<file path="config.mk">
export PLATFORM = sky130hd
export DESIGN_NAME = noc_packetizer_flat
export DESIGN_NICKNAME = d
export VERILOG_FILES = /design/src/rtl/noc_packetizer_if.sv /design/src/rtl/noc_packetizer.sv /design/src/flat_wrapper.sv
export SDC_FILE = /design/constraint.sdc
export NUM_CORES = 1
export LEC_CHECK = 0
export CAP_MARGIN = 20
export CORE_UTILIZATION = 36
export DETAILED_ROUTE_END_ITERATION = 7
export PLACE_DENSITY_LB_ADDON = 0.15
export SYNTH_ARGS = -nofsm -noshare
export SYNTH_HDL_FRONTEND = slang
export SYNTH_SLANG_ARGS = --single-unit
</file>
<file path="constraint.sdc">
create_clock -name clk -period 1.6 [get_ports clk]
set_input_delay 0.24 -clock clk [delete_from_list [all_inputs] [get_ports clk]]
set_output_delay 0.24 -clock clk [all_outputs]
set_load 0.05 [all_outputs]
</file>
<file path="src/rtl/noc_packetizer_if.sv">
// Handshake bundle between a tile's request source, the packetizer and the
// router's local input port.
interface noc_packetizer_if;
   logic        req_valid;
   logic        req_ready;
   logic [3:0]  req_dest_x;
   logic [3:0]  req_dest_y;
   logic [2:0]  req_len_m1;
   logic [31:0] req_addr;
   logic        pay_valid;
   logic        pay_ready;
   logic [63:0] pay_data;
   logic [63:0] flit_out;
   logic        valid_out;
   logic        ready_in;
   logic        busy;
   logic [15:0] pkt_count;

   // master: request source and router side (drives requests, payload, ready_in)
   modport master (
      output req_valid, req_dest_x, req_dest_y, req_len_m1, req_addr,
      output pay_valid, pay_data, ready_in,
      input  req_ready, pay_ready, flit_out, valid_out, busy, pkt_count
   );

   // slave: the packetizer itself
   modport slave (
      input  req_valid, req_dest_x, req_dest_y, req_len_m1, req_addr,
      input  pay_valid, pay_data, ready_in,
      output req_ready, pay_ready, flit_out, valid_out, busy, pkt_count
   );
endinterface

</file>
<file path="src/rtl/noc_packetizer.sv">
// Turns one write request plus 1-8 payload words into a wormhole packet
// (head flit + body flits) for the router's local port.
//
// state | meaning
// IDLE  | waiting for a request; head flit loaded on acceptance
// BODY  | forwarding payload words until rem reaches zero
module noc_packetizer #(
   parameter logic [3:0] SRC_X = 4'd0,
   parameter logic [3:0] SRC_Y = 4'd0
) (
   input logic             clk,
   input logic             rst_n,
   noc_packetizer_if.slave bus
);

   typedef enum logic {IDLE, BODY} state_t;

   state_t      state, state_n;
   logic [3:0]  rem, rem_n;
   logic [63:0] flit, flit_n;
   logic        valid, valid_n;
   logic [15:0] pkt_cnt, pkt_cnt_n;
   logic        slot_free;
   logic        load;
   logic        req_rdy, pay_rdy;

   // A held flit blocks new loads until the router takes it.
   assign slot_free = !valid || bus.ready_in;

   always_ff @(posedge clk or negedge rst_n) begin
      if (!rst_n) begin
         state   <= IDLE;
         rem     <= 4'd0;
         flit    <= 64'd0;
         valid   <= 1'b0;
         pkt_cnt <= 16'd0;
      end else begin
         state   <= state_n;
         rem     <= rem_n;
         flit    <= flit_n;
         valid   <= valid_n;
         pkt_cnt <= pkt_cnt_n;
      end
   end

   always_comb begin
      state_n   = state;
      rem_n     = rem;
      flit_n    = flit;
      pkt_cnt_n = pkt_cnt;
      load      = 1'b0;
      req_rdy   = 1'b0;
      pay_rdy   = 1'b0;
      case (state)
         IDLE: begin
            req_rdy = slot_free;
            if (bus.req_valid && slot_free) begin
               load    = 1'b1;
               flit_n  = {bus.req_dest_x, bus.req_dest_y, SRC_X, SRC_Y,
                          1'b0, bus.req_len_m1, 12'h000, bus.req_addr};
               rem_n   = {1'b0, bus.req_len_m1} + 4'd1;
               state_n = BODY;
            end
         end
         BODY: begin
            pay_rdy = slot_free;
            if (bus.pay_valid && slot_free) begin
               load   = 1'b1;
               flit_n = bus.pay_data;
               rem_n  = rem - 4'd1;
               if (rem == 4'd1) begin
                  state_n   = IDLE;
                  pkt_cnt_n = pkt_cnt + 16'd1;
               end
            end
         end
         default: state_n = IDLE;
      endcase
      valid_n = load || (valid && !bus.ready_in);
   end

   assign bus.req_ready = req_rdy;
   assign bus.pay_ready = pay_rdy;
   assign bus.flit_out  = flit;
   assign bus.valid_out = valid;
   assign bus.busy      = (state == BODY) || valid;
   assign bus.pkt_count = pkt_cnt;

endmodule

</file>
<file path="src/flat_wrapper.sv">
// flat-port wrapper written by rule: the top's interface ports become plain ports
module noc_packetizer_flat 
#(
   parameter logic [3:0] SRC_X = 4'd0,
   parameter logic [3:0] SRC_Y = 4'd0
)
  (clk, rst_n, bus_req_valid, bus_req_dest_x, bus_req_dest_y, bus_req_len_m1, bus_req_addr, bus_pay_valid, bus_pay_data, bus_ready_in, bus_req_ready, bus_pay_ready, bus_flit_out, bus_valid_out, bus_busy, bus_pkt_count);
  noc_packetizer_if bus_i ();
  input logic clk;
  input logic rst_n;
  input wire logic [$bits(bus_i.req_valid)-1:0] bus_req_valid;
  input wire logic [$bits(bus_i.req_dest_x)-1:0] bus_req_dest_x;
  input wire logic [$bits(bus_i.req_dest_y)-1:0] bus_req_dest_y;
  input wire logic [$bits(bus_i.req_len_m1)-1:0] bus_req_len_m1;
  input wire logic [$bits(bus_i.req_addr)-1:0] bus_req_addr;
  input wire logic [$bits(bus_i.pay_valid)-1:0] bus_pay_valid;
  input wire logic [$bits(bus_i.pay_data)-1:0] bus_pay_data;
  input wire logic [$bits(bus_i.ready_in)-1:0] bus_ready_in;
  output wire logic [$bits(bus_i.req_ready)-1:0] bus_req_ready;
  output wire logic [$bits(bus_i.pay_ready)-1:0] bus_pay_ready;
  output wire logic [$bits(bus_i.flit_out)-1:0] bus_flit_out;
  output wire logic [$bits(bus_i.valid_out)-1:0] bus_valid_out;
  output wire logic [$bits(bus_i.busy)-1:0] bus_busy;
  output wire logic [$bits(bus_i.pkt_count)-1:0] bus_pkt_count;
  assign bus_i.req_valid = bus_req_valid;
  assign bus_i.req_dest_x = bus_req_dest_x;
  assign bus_i.req_dest_y = bus_req_dest_y;
  assign bus_i.req_len_m1 = bus_req_len_m1;
  assign bus_i.req_addr = bus_req_addr;
  assign bus_i.pay_valid = bus_pay_valid;
  assign bus_i.pay_data = bus_pay_data;
  assign bus_i.ready_in = bus_ready_in;
  assign bus_req_ready = bus_i.req_ready;
  assign bus_pay_ready = bus_i.pay_ready;
  assign bus_flit_out = bus_i.flit_out;
  assign bus_valid_out = bus_i.valid_out;
  assign bus_busy = bus_i.busy;
  assign bus_pkt_count = bus_i.pkt_count;
  noc_packetizer #(.SRC_X(SRC_X), .SRC_Y(SRC_Y)) u_core (.clk(clk), .rst_n(rst_n), .bus(bus_i));
endmodule
</file>
; Word level (Yosys, flattened, before mapping)
; Index checks and enable logic that the tools add are counted.
[word_totals]
reg_bits = 86
latchBits = 0
ram_bits = 0
rom_bits = 0
inputBits = 112
output_inout_bits = 84
elab_cells = 36
mem_count = 0
[classes]
n_addsub = 3
mul = 0
n_div = 0
n_lt_le_gt_ge = 0
eq_ne = 3
n_shift = 0
mux = 14
bitwise = 1
n_reduce_logical = 10
[ops]
columns = operator, count
row1 = $mux 64, 2
row2 = $pmux 64 s2, 1
row3 = $add 16x1->16 const B, 1
row4 = $mux 4, 2
row5 = $pmux 4 s2, 1
row6 = $mux 1, 6
row7 = $add 3x1->4 const B, 1
row8 = $eq 4x1->1 const B, 1
row9 = $pmux 1 s2, 2
row10 = $sub 4x1->4 const B, 1
row11 = $logic_and 1x1->1, 3
row12 = $logic_or 1x1->1, 3
row13 = $reduce_and 3->1, 1
row14 = $logic_not 1->1, 2
row15 = $ne 2x1->1 const B, 1
row16 = $ne 2x2->1 const B, 1
row17 = $reduce_and 2->1, 1
row18 = $not 1->1, 1

; Longest topological paths before layout
; Gate-level depths: netlist of run 1.
[depth]
ltp_word = 6
depth_mapped = 7
mapped_depth_nobuf = 6

; Worst setup path after synthesis of run 1
; No wires, ideal clock.
[synth_timing]
path_type = register to output
startpoint = register u_core.state
endpoint = output port bus_req_ready
arrival_time_ns = 1.516
required_ns = 1.360
path_slack_ns = -0.156
stages_incl_launch_ff = 5
n_path_buf = 3
cell_sequence = dfrtp_1 > buf_2 > buf_2 > clkbuf_1 > nor2_1
[synth_between]
elab_chain_cells = 1
[synth_rtl]
columns = element, line_no
row1 = start: declaration, noc_packetizer.sv:18  ; state_t state, state_n;
row2 = start signal: assignment, noc_packetizer.sv:38  ; state <= state_n;
row3 = $mux 1, noc_packetizer.sv:54  ; case (state)
row4 = end: declaration, flat_wrapper.sv:19  ; output wire logic [$bits(bus_i.req_ready)-1:0] bus_req_ready;
; Every way passes these cells.

; Final worst setup path of run 1
[layout_timing]
startpoint = register u_core.state
endpoint = output port bus_busy
[layout_between]
elab_chain_cells = 1
[layout_rtl]
columns = element, line_no
row1 = $logic_or 1x1->1, noc_packetizer.sv:86  ; assign bus.busy = (state == BODY) || valid;
row2 = end: declaration, flat_wrapper.sv:23  ; output wire logic [$bits(bus_i.busy)-1:0] bus_busy;
; Every way passes these cells.

==> results of run 1 <==
## sequential cells by signal, indices dropped and copies added (netlist names)
signal	count
u_core.bus.flit_out	64
u_core.state	1
u_core.bus.pkt_count	16
u_core.rem	4
u_core.bus.valid_out	1
## kinds of logic (layout without fill, tap and decap cells)
family          Yosys count  count (layout)  share of synthesized area, %
compound gates           52              52                         6.824
xor+xnor                 16              16                         3.571
fa+ha+maj                 4               4                         1.276
buf+inv                  29             254                         3.603
flops                    86              86                         54.85
mux                      46              46                         11.89
simple gates            152             154                         17.98
## how the worst max path moves through the flow
stage	start	endpoint	slack [ns]	cells past startpoint
finish	u_core.state$_DFF_PN0_	bus_busy	0.002	3
global route	u_core.rem[1]$_DFFE_PN0P_	u_core.bus.pkt_count[11]$_DFFE_PN0P_	-0.05	6
CTS	u_core.bus.valid_out$_DFF_PN0_	bus_req_ready	-0.01	4
detailed placement	bus_pay_valid	u_core.bus.pkt_count[14]$_DFFE_PN0P_	-0.19	6
global placement	bus_pay_valid	u_core.bus.pkt_count[12]$_DFFE_PN0P_	-0.14	6
floorplan	u_core.bus.pkt_count[4]$_DFFE_PN0P_	u_core.bus.pkt_count[11]$_DFFE_PN0P_	0.02	4
## Yosys cell counts (4+ instances only)
master	count	share of area, %
dfrtp_1	86	55
xnor2_1	11	2.5
o21ai_0	46	5.9
nand2_1	93	8.9
inv_1	5	0.48
nand3_1	26	3.3
nand4_1	5	0.80
buf_2	17	2.2
nor2_1	8	0.77
xor2_1	5	1.1
mux2i_1	44	11
clkbuf_1	4	0.38
ha_1	4	1.3
nor3_1	4	0.51
a21oi_1	4	0.51
## worst max-delay path: stages (launching register included)
cell and delay (ns):
dfrtp_4 0.50, buf_8 0.13, or2_4 0.22, buf_8 0.15
## layout make-up
cell class                      count  share of cell area [%]
Clock buffer                       12                   2.352
Clock inverter                      4                  0.4742
Inverter                            5                  0.3225
Multi-Input combinational cell    272                   27.24
Sequential cell                    86                   32.85
Tap cell                          136                   2.580
Timing Repair Buffer              233                   34.18
## where the power goes
group          leakage, nW  internal [mW]  switching (mW)
sequential            1.06           3.09           0.576
combinational         2.14           2.80            5.12
clock               0.0848          0.652           0.769
total                 3.28           6.54            6.46
## layer usage
layer	part of all wire [%]	up-vias	global-route usage, %	wire, µm
met5	0	-	0	0
met4	0.91	0	5.357	102
met3	8.2	6	7.112	916
met2	48	146	29.96	5418
met1	43	1703	22.45	4793
li1	-	1750	-	-
## timing repair
action                                  in CTS  in global routing
endpoints found under the hold margin       86                  0
resized for setup                           15                 49
hold buffers                                 1                  0
pin swaps                                    6                 13
cloned                                       0                 12
endpoints found under the setup margin       5                 62
buffers inserted                             4                  2
==> results list, run 1 <==
* Power density relative to cell area: 1971 nW/µm²
* Worst Hold Margin: 0.4353 ns
- Critical Setup Path Class: register to primary output
- Detailed placement finished with a half-perimeter wire length of 7.364 mm.
* Effective utilization at floorplan: 37.50%
- The congestion estimate from routability-driven global placement came to 0.7667.
- Clock-pin slew was measured on the worst setup and hold paths at 0.09 ns.
- Number of unique standard cell types used by synthesis: 32
- Endpoint required time on the critical path: 1.36 ns
- The worst register-to-register path begins at u_core.state$_DFF_PN0_.
- Measured on the finished design, the core utilization comes to 63.05%.
- Synth-to-Final Area Change: 68.11%
- Summing all non-filler instances in the final layout gives an area of 6596 µm².
* Via-per-instance ratio: 4.820
- Number of levels the H-tree was split into: 3
- TritonCTS built the clock tree.
* Post-route insts no fill: 748
- Flop-to-flop setup slack: 0.01 ns
* Mapped Cells: 385
- Endpoint type of the worst setup path: primary output
- In this run the static leakage power is 3.284 nW.
* Clk sink count: 86
- The placed instances occupy a cell area of 5983 µm².
- Counting cells, the worst reg-to-reg path comes to 6.
- The filler cells instantiated in the layout total 927.
* Top library cells by usage in the layout, fill and taps aside: clkdlybuf4s50_1 (110), buf_4 (99), nand2_1 (87)
- The routed design has 11.23 mm of wire.
- The number of nets handed over by synthesis was 501.
- Final-report hold violation count: 0
- Timing analysis after detailed placement gives a worst setup slack of -0.1866 ns.
* Share of post-route cells with drive strength above 1: 29.74%
- Port bufs: 195
- Max Clk Rate: 625.7 MHz
- From left edge to right edge, the die measures 106.4 µm.
- Remaining antenna violation count after routing: 0
- Number of buffers created by CTS: 9
- Final clock skew: 0.01100 ns
- Clock latency on the worst-skew pair: 0.35 ns
- Yosys warning count: 0
- Clk Tree Root Cell: clkbuf_8
- Min setup slack post-route: 0.001911 ns
- In the global route stage, overall resource usage came out at 18.37%.
- Setup repair after global routing missed its margin: yes
- Arrival time of data at the critical path endpoint: 1.36 ns
* Total of endpoints with negative setup slack in the final report: 0
- Slew of the pin with the lowest slew margin: 0.4672 ns
- Final clock period utilization by the worst path: 99.88%
- Overall power: 13.00 mW
- The routed layout has 3605 vias.
- Vias in the first global route: 3397
* Max FO, Critical Path: 3
- Worst min path class: input port to asynchronous set/reset pin
- The die covers 11320 µm².
* Drt first pass iters: 4
* Run status: completed
* Number of enable flip-flop cells after synthesis: 0
* VDD IR max: 0.001133 V
- The die is 106.4 µm tall.
* Share of synthesized registers carrying an async set or reset: 100.0%
- Headroom to the max-slew limit: 68.86%
- Number of diodes: 0
* Sequential area share after synthesis: 54.85%
- The first global-routing pass estimated 16.26 mm of wire.
- Number of ports placed on the die boundary: 196
* Global-route congestion overflow total: 0
- Summed over all failing endpoints, the final setup total negative slack is 0 ns.
- The number of antenna violations at the first check in global routing was 0.
- The tool flagged a number of max-cap violations equal to 0.
- Post-layout minimum cycle time: 1.598 ns
- Sequential cell area: 2167 µm²
* Mapped Avg Cell Area: 10.19 µm²
* Detail-routed net length per standard cell: 15.01 µm
* Largest net degree at the start of global routing: 87
- Total instance count after detailed placement: 714
- The detailed router finished its first iteration with 131 violations.
* Most used flip-flop cell after synthesis: dfrtp_1
- Startpoint Class: register
- In this run the core area contains 37 standard-cell rows.
* Most frequent standard cell in the layout excluding fill and tap cells: clkdlybuf4s50_1
- For this run, design rule violations remaining after detail routing come to 0.
- The final layout contains 723 nets.
- In this run the deepest clock path goes through 2 buffers.
- The count of final max-slew check failures was 0.
- The endpoint identified for the worst register-to-register timing path is u_core.bus.flit_out[46]$_DFFE_PN0P_.
* Summed instance area of the synthesized netlist: 3924 µm²
- The multi-input combinational cells in the finished layout cover a total of 1797 µm².
- Post-synthesis sequential element count: 86
- Core box area: 10460 µm²
Note: power is estimated with default switching activity, not from simulation.
==> run 2: changes to the inputs <==
--- a/config.mk
+++ b/config.mk
@@ -6,7 +6,10 @@
 export NUM_CORES = 1
 export LEC_CHECK = 0
 export CAP_MARGIN = 20
-export CORE_UTILIZATION = 36
+export CELL_PAD_IN_SITES_DETAIL_PLACEMENT = 2
+export CELL_PAD_IN_SITES_GLOBAL_PLACEMENT = 2
+export CORE_MARGIN = 3
+export CORE_UTILIZATION = 21
 export DETAILED_ROUTE_END_ITERATION = 7
 export PLACE_DENSITY_LB_ADDON = 0.15
 export SYNTH_ARGS = -nofsm -noshare
==> results list, run 2 (synthesis gave the netlist of run 1 again) <==
* Run status: complete, but fails checks
- The final reports fail on negative setup slack.
- The core region is 18150 µm².
- Total instance count after detailed placement: 810
- The count of nets left with antenna violations once routing finished came out at 0.
* Worst slack at placement: -0.2565 ns
* Total vias in the final route: 3662
- Final clock skew: 0.009028 ns
- Worst min path class: input port to asynchronous set/reset pin
- The clock passes through at most 2 buffers.
- Dividing the detail-routed via count by the number of cells gives 4.349.
* Area of the die: 20360 µm²
* Total routed wirelength: 14.10 mm
- Once the floorplan was initialized, standard cells occupied 21.62% of the core.
- Endpoint required time on the critical path: 1.36 ns
- Along the worst path, the maximum fanout reaches 3.
- Endpoint type of the worst setup path: primary output
- Leakage power summed over all cells: 3.377 nW
* Crit path cell chain: buf_6 > buf_12 > nor2_4 > buf_12
- The first global-routing pass estimated 21.38 mm of wire.
- Leaving out fill and tap cells, the most frequent cells in the layout are clkdlybuf4s50_1 (110), buf_4 (101), nand2_1 (77).
* Clock latency on the worst-skew pair: 0.35 ns
- Headroom to the max-slew limit came out at 72.39%.
- For this run, design rule violations remaining after detail routing come to 0.
* Slowest stage delay, CP: 0.50 ns
- Drt initial violations: 86
- Setup violations remaining at the end of the flow were counted as 2.
- Together, buffers and inverters on the worst path number 3.
* Post-layout minimum cycle time: 1.613 ns
* Number of diodes: 0
- The tool flagged a number of max-cap violations equal to 0.
- Adding up every negative setup slack in the final design gives -0.01980 ns.
* VDD IR max: 0.0007379 V
- From bottom edge to top edge, the die measures 142.7 µm.
- CP max-delay cell: dfrtp_4
* Final Net Count: 725
- The layout has 1988 filler cells.
* Final max-slew violation count: 0
- Drt first pass iters: 4
* Clk Tree Root Cell: clkbuf_16
* Power density relative to cell area: 2034 nW/µm²
- Largest register FFs: 64
* Setup repair after global routing missed its margin: yes
* Clk sink count: 86
- Routability-driven placement finished with a final weighted congestion of 0.7065.
- Final-report hold violation count: 0
- STA classifies the critical path startpoint as a register.
- For this design the top-level I/O count stands at 196.
- Number of levels the H-tree was split into: 3
- After layout, the design draws a total of 14.08 mW.
- The count of buffers added on input and output ports is 195.
- Arrival time of data at the critical path endpoint: 1.37 ns
- The die is 142.7 µm wide.
- HPWL after detailed placement: 10.31 mm
* Most frequent standard cell in the layout excluding fill and tap cells: clkdlybuf4s50_1
* Slew of the pin with the lowest slew margin: 0.4142 ns
- Most used cell, CP: buf_12
- In the final routed layout, each cell accounts on average for 16.75 µm.
- Number of buffers created by CTS: 9
- Global-route usage over all layers: 13.36%
- The via count of the first global-routing pass was 4053.
- The number of antenna violations at the first check in global routing was 0.
- Largest net degree at the start of global routing: 58
- Static timing analysis puts the maximum clock frequency at 620.0 MHz.
- Final hold analysis gives a worst-case slack of 0.3672 ns.
- The kind of cell with the highest combined delay along the critical path is flip-flops.
* Share of post-route cells with drive strength above 1: 32.79%
- The floorplan has 49 rows.
- After the flow finishes, the layout carries non-filler instances totaling 842.
- Final clock period utilization by the worst path: 100.8%
- Critical Setup Path Class: register to primary output
- Clock-pin slew was measured on the worst setup and hold paths at 0.07 ns.
- TritonCTS built the clock tree.
- Compared with the post-synthesis result, the final layout area differs by 76.40%.
- Across all setup checks in the final design, the least slack found is -0.01281 ns.
- The total overflow left after global routing is 0.
run 2: final timing paths:
kind | from | endpoint | slack, ns | cells after the start
max in group asynchronous | rst_n | u_core.bus.valid_out$_DFF_PN0_ | 0.68 | 3
min in group clk | bus_pay_data[51] | u_core.bus.flit_out[51]$_DFFE_PN0P_ | 0.46 | 3
setup reg to reg | u_core.state$_DFF_PN0_ | u_core.bus.flit_out[6]$_DFFE_PN0P_ | 0.01 | 7
hold / removal | rst_n | u_core.bus.pkt_count[13]$_DFFE_PN0P_ | 0.37 | 2
hold reg to reg | u_core.bus.flit_out[33]$_DFFE_PN0P_ | u_core.bus.flit_out[33]$_DFFE_PN0P_ | 0.47 | 2
setup / recovery | u_core.state$_DFF_PN0_ | bus_req_ready | -0.01 | 4
run 2: stage by stage:
stage                     utilization [%]  area [µm²]
final                               38.14        6922
after global placement              33.87        6147
after detailed placement            33.87        6147
after floorplan                         -        3940
after global routing                38.14        6922
after CTS                           36.10        6551
run 2: layout make-up:
type                    count  area, µm²  share of cell area [%]
flip-flops and latches     86       2167                   31.31
well taps                 229      286.5                   4.140
clock inverters             4      47.55                  0.6869
clock buffers              11      242.7                   3.507
inverters                   5      22.52                  0.3254
repair buffers            236       2305                   33.30
multi-input cells         271       1851                   26.74
run 2: what timing repair did:
item,4_1_cts,5_1_grt
setup endpoints to repair,9,58
setup buffers,4,6
hold buffers,1,0
hold endpoints to repair,27,0
pin swaps,8,20
gates resized for setup,19,68
cloned,0,6
run 2: routing by layer:
metal	share of wire, %	vias up	routed length [µm]	global-route usage, %
met5	0	-	0	0
met4	2.1	0	301	5.453
met3	9.3	15	1318	5.425
met2	47	135	6609	21.24
met1	42	1761	5870	16.10
li1	-	1751	-	-
run 2: worst reg2reg max path, stage by stage (launching register included):
cell       delay (ns)
dfrtp_4          0.50
buf_8            0.14
mux2_4           0.35
buf_12           0.15
nand2_8          0.10
clkbuf_16        0.17
nand2_2          0.06
o21ai_2          0.05
run 2: report_power, final:
group | switching, mW | internal, mW | leakage, nW
Sequential | 0.622 | 3.09 | 1.06
Clock | 0.864 | 1.24 | 0.141
Combinational | 5.29 | 2.97 | 2.18
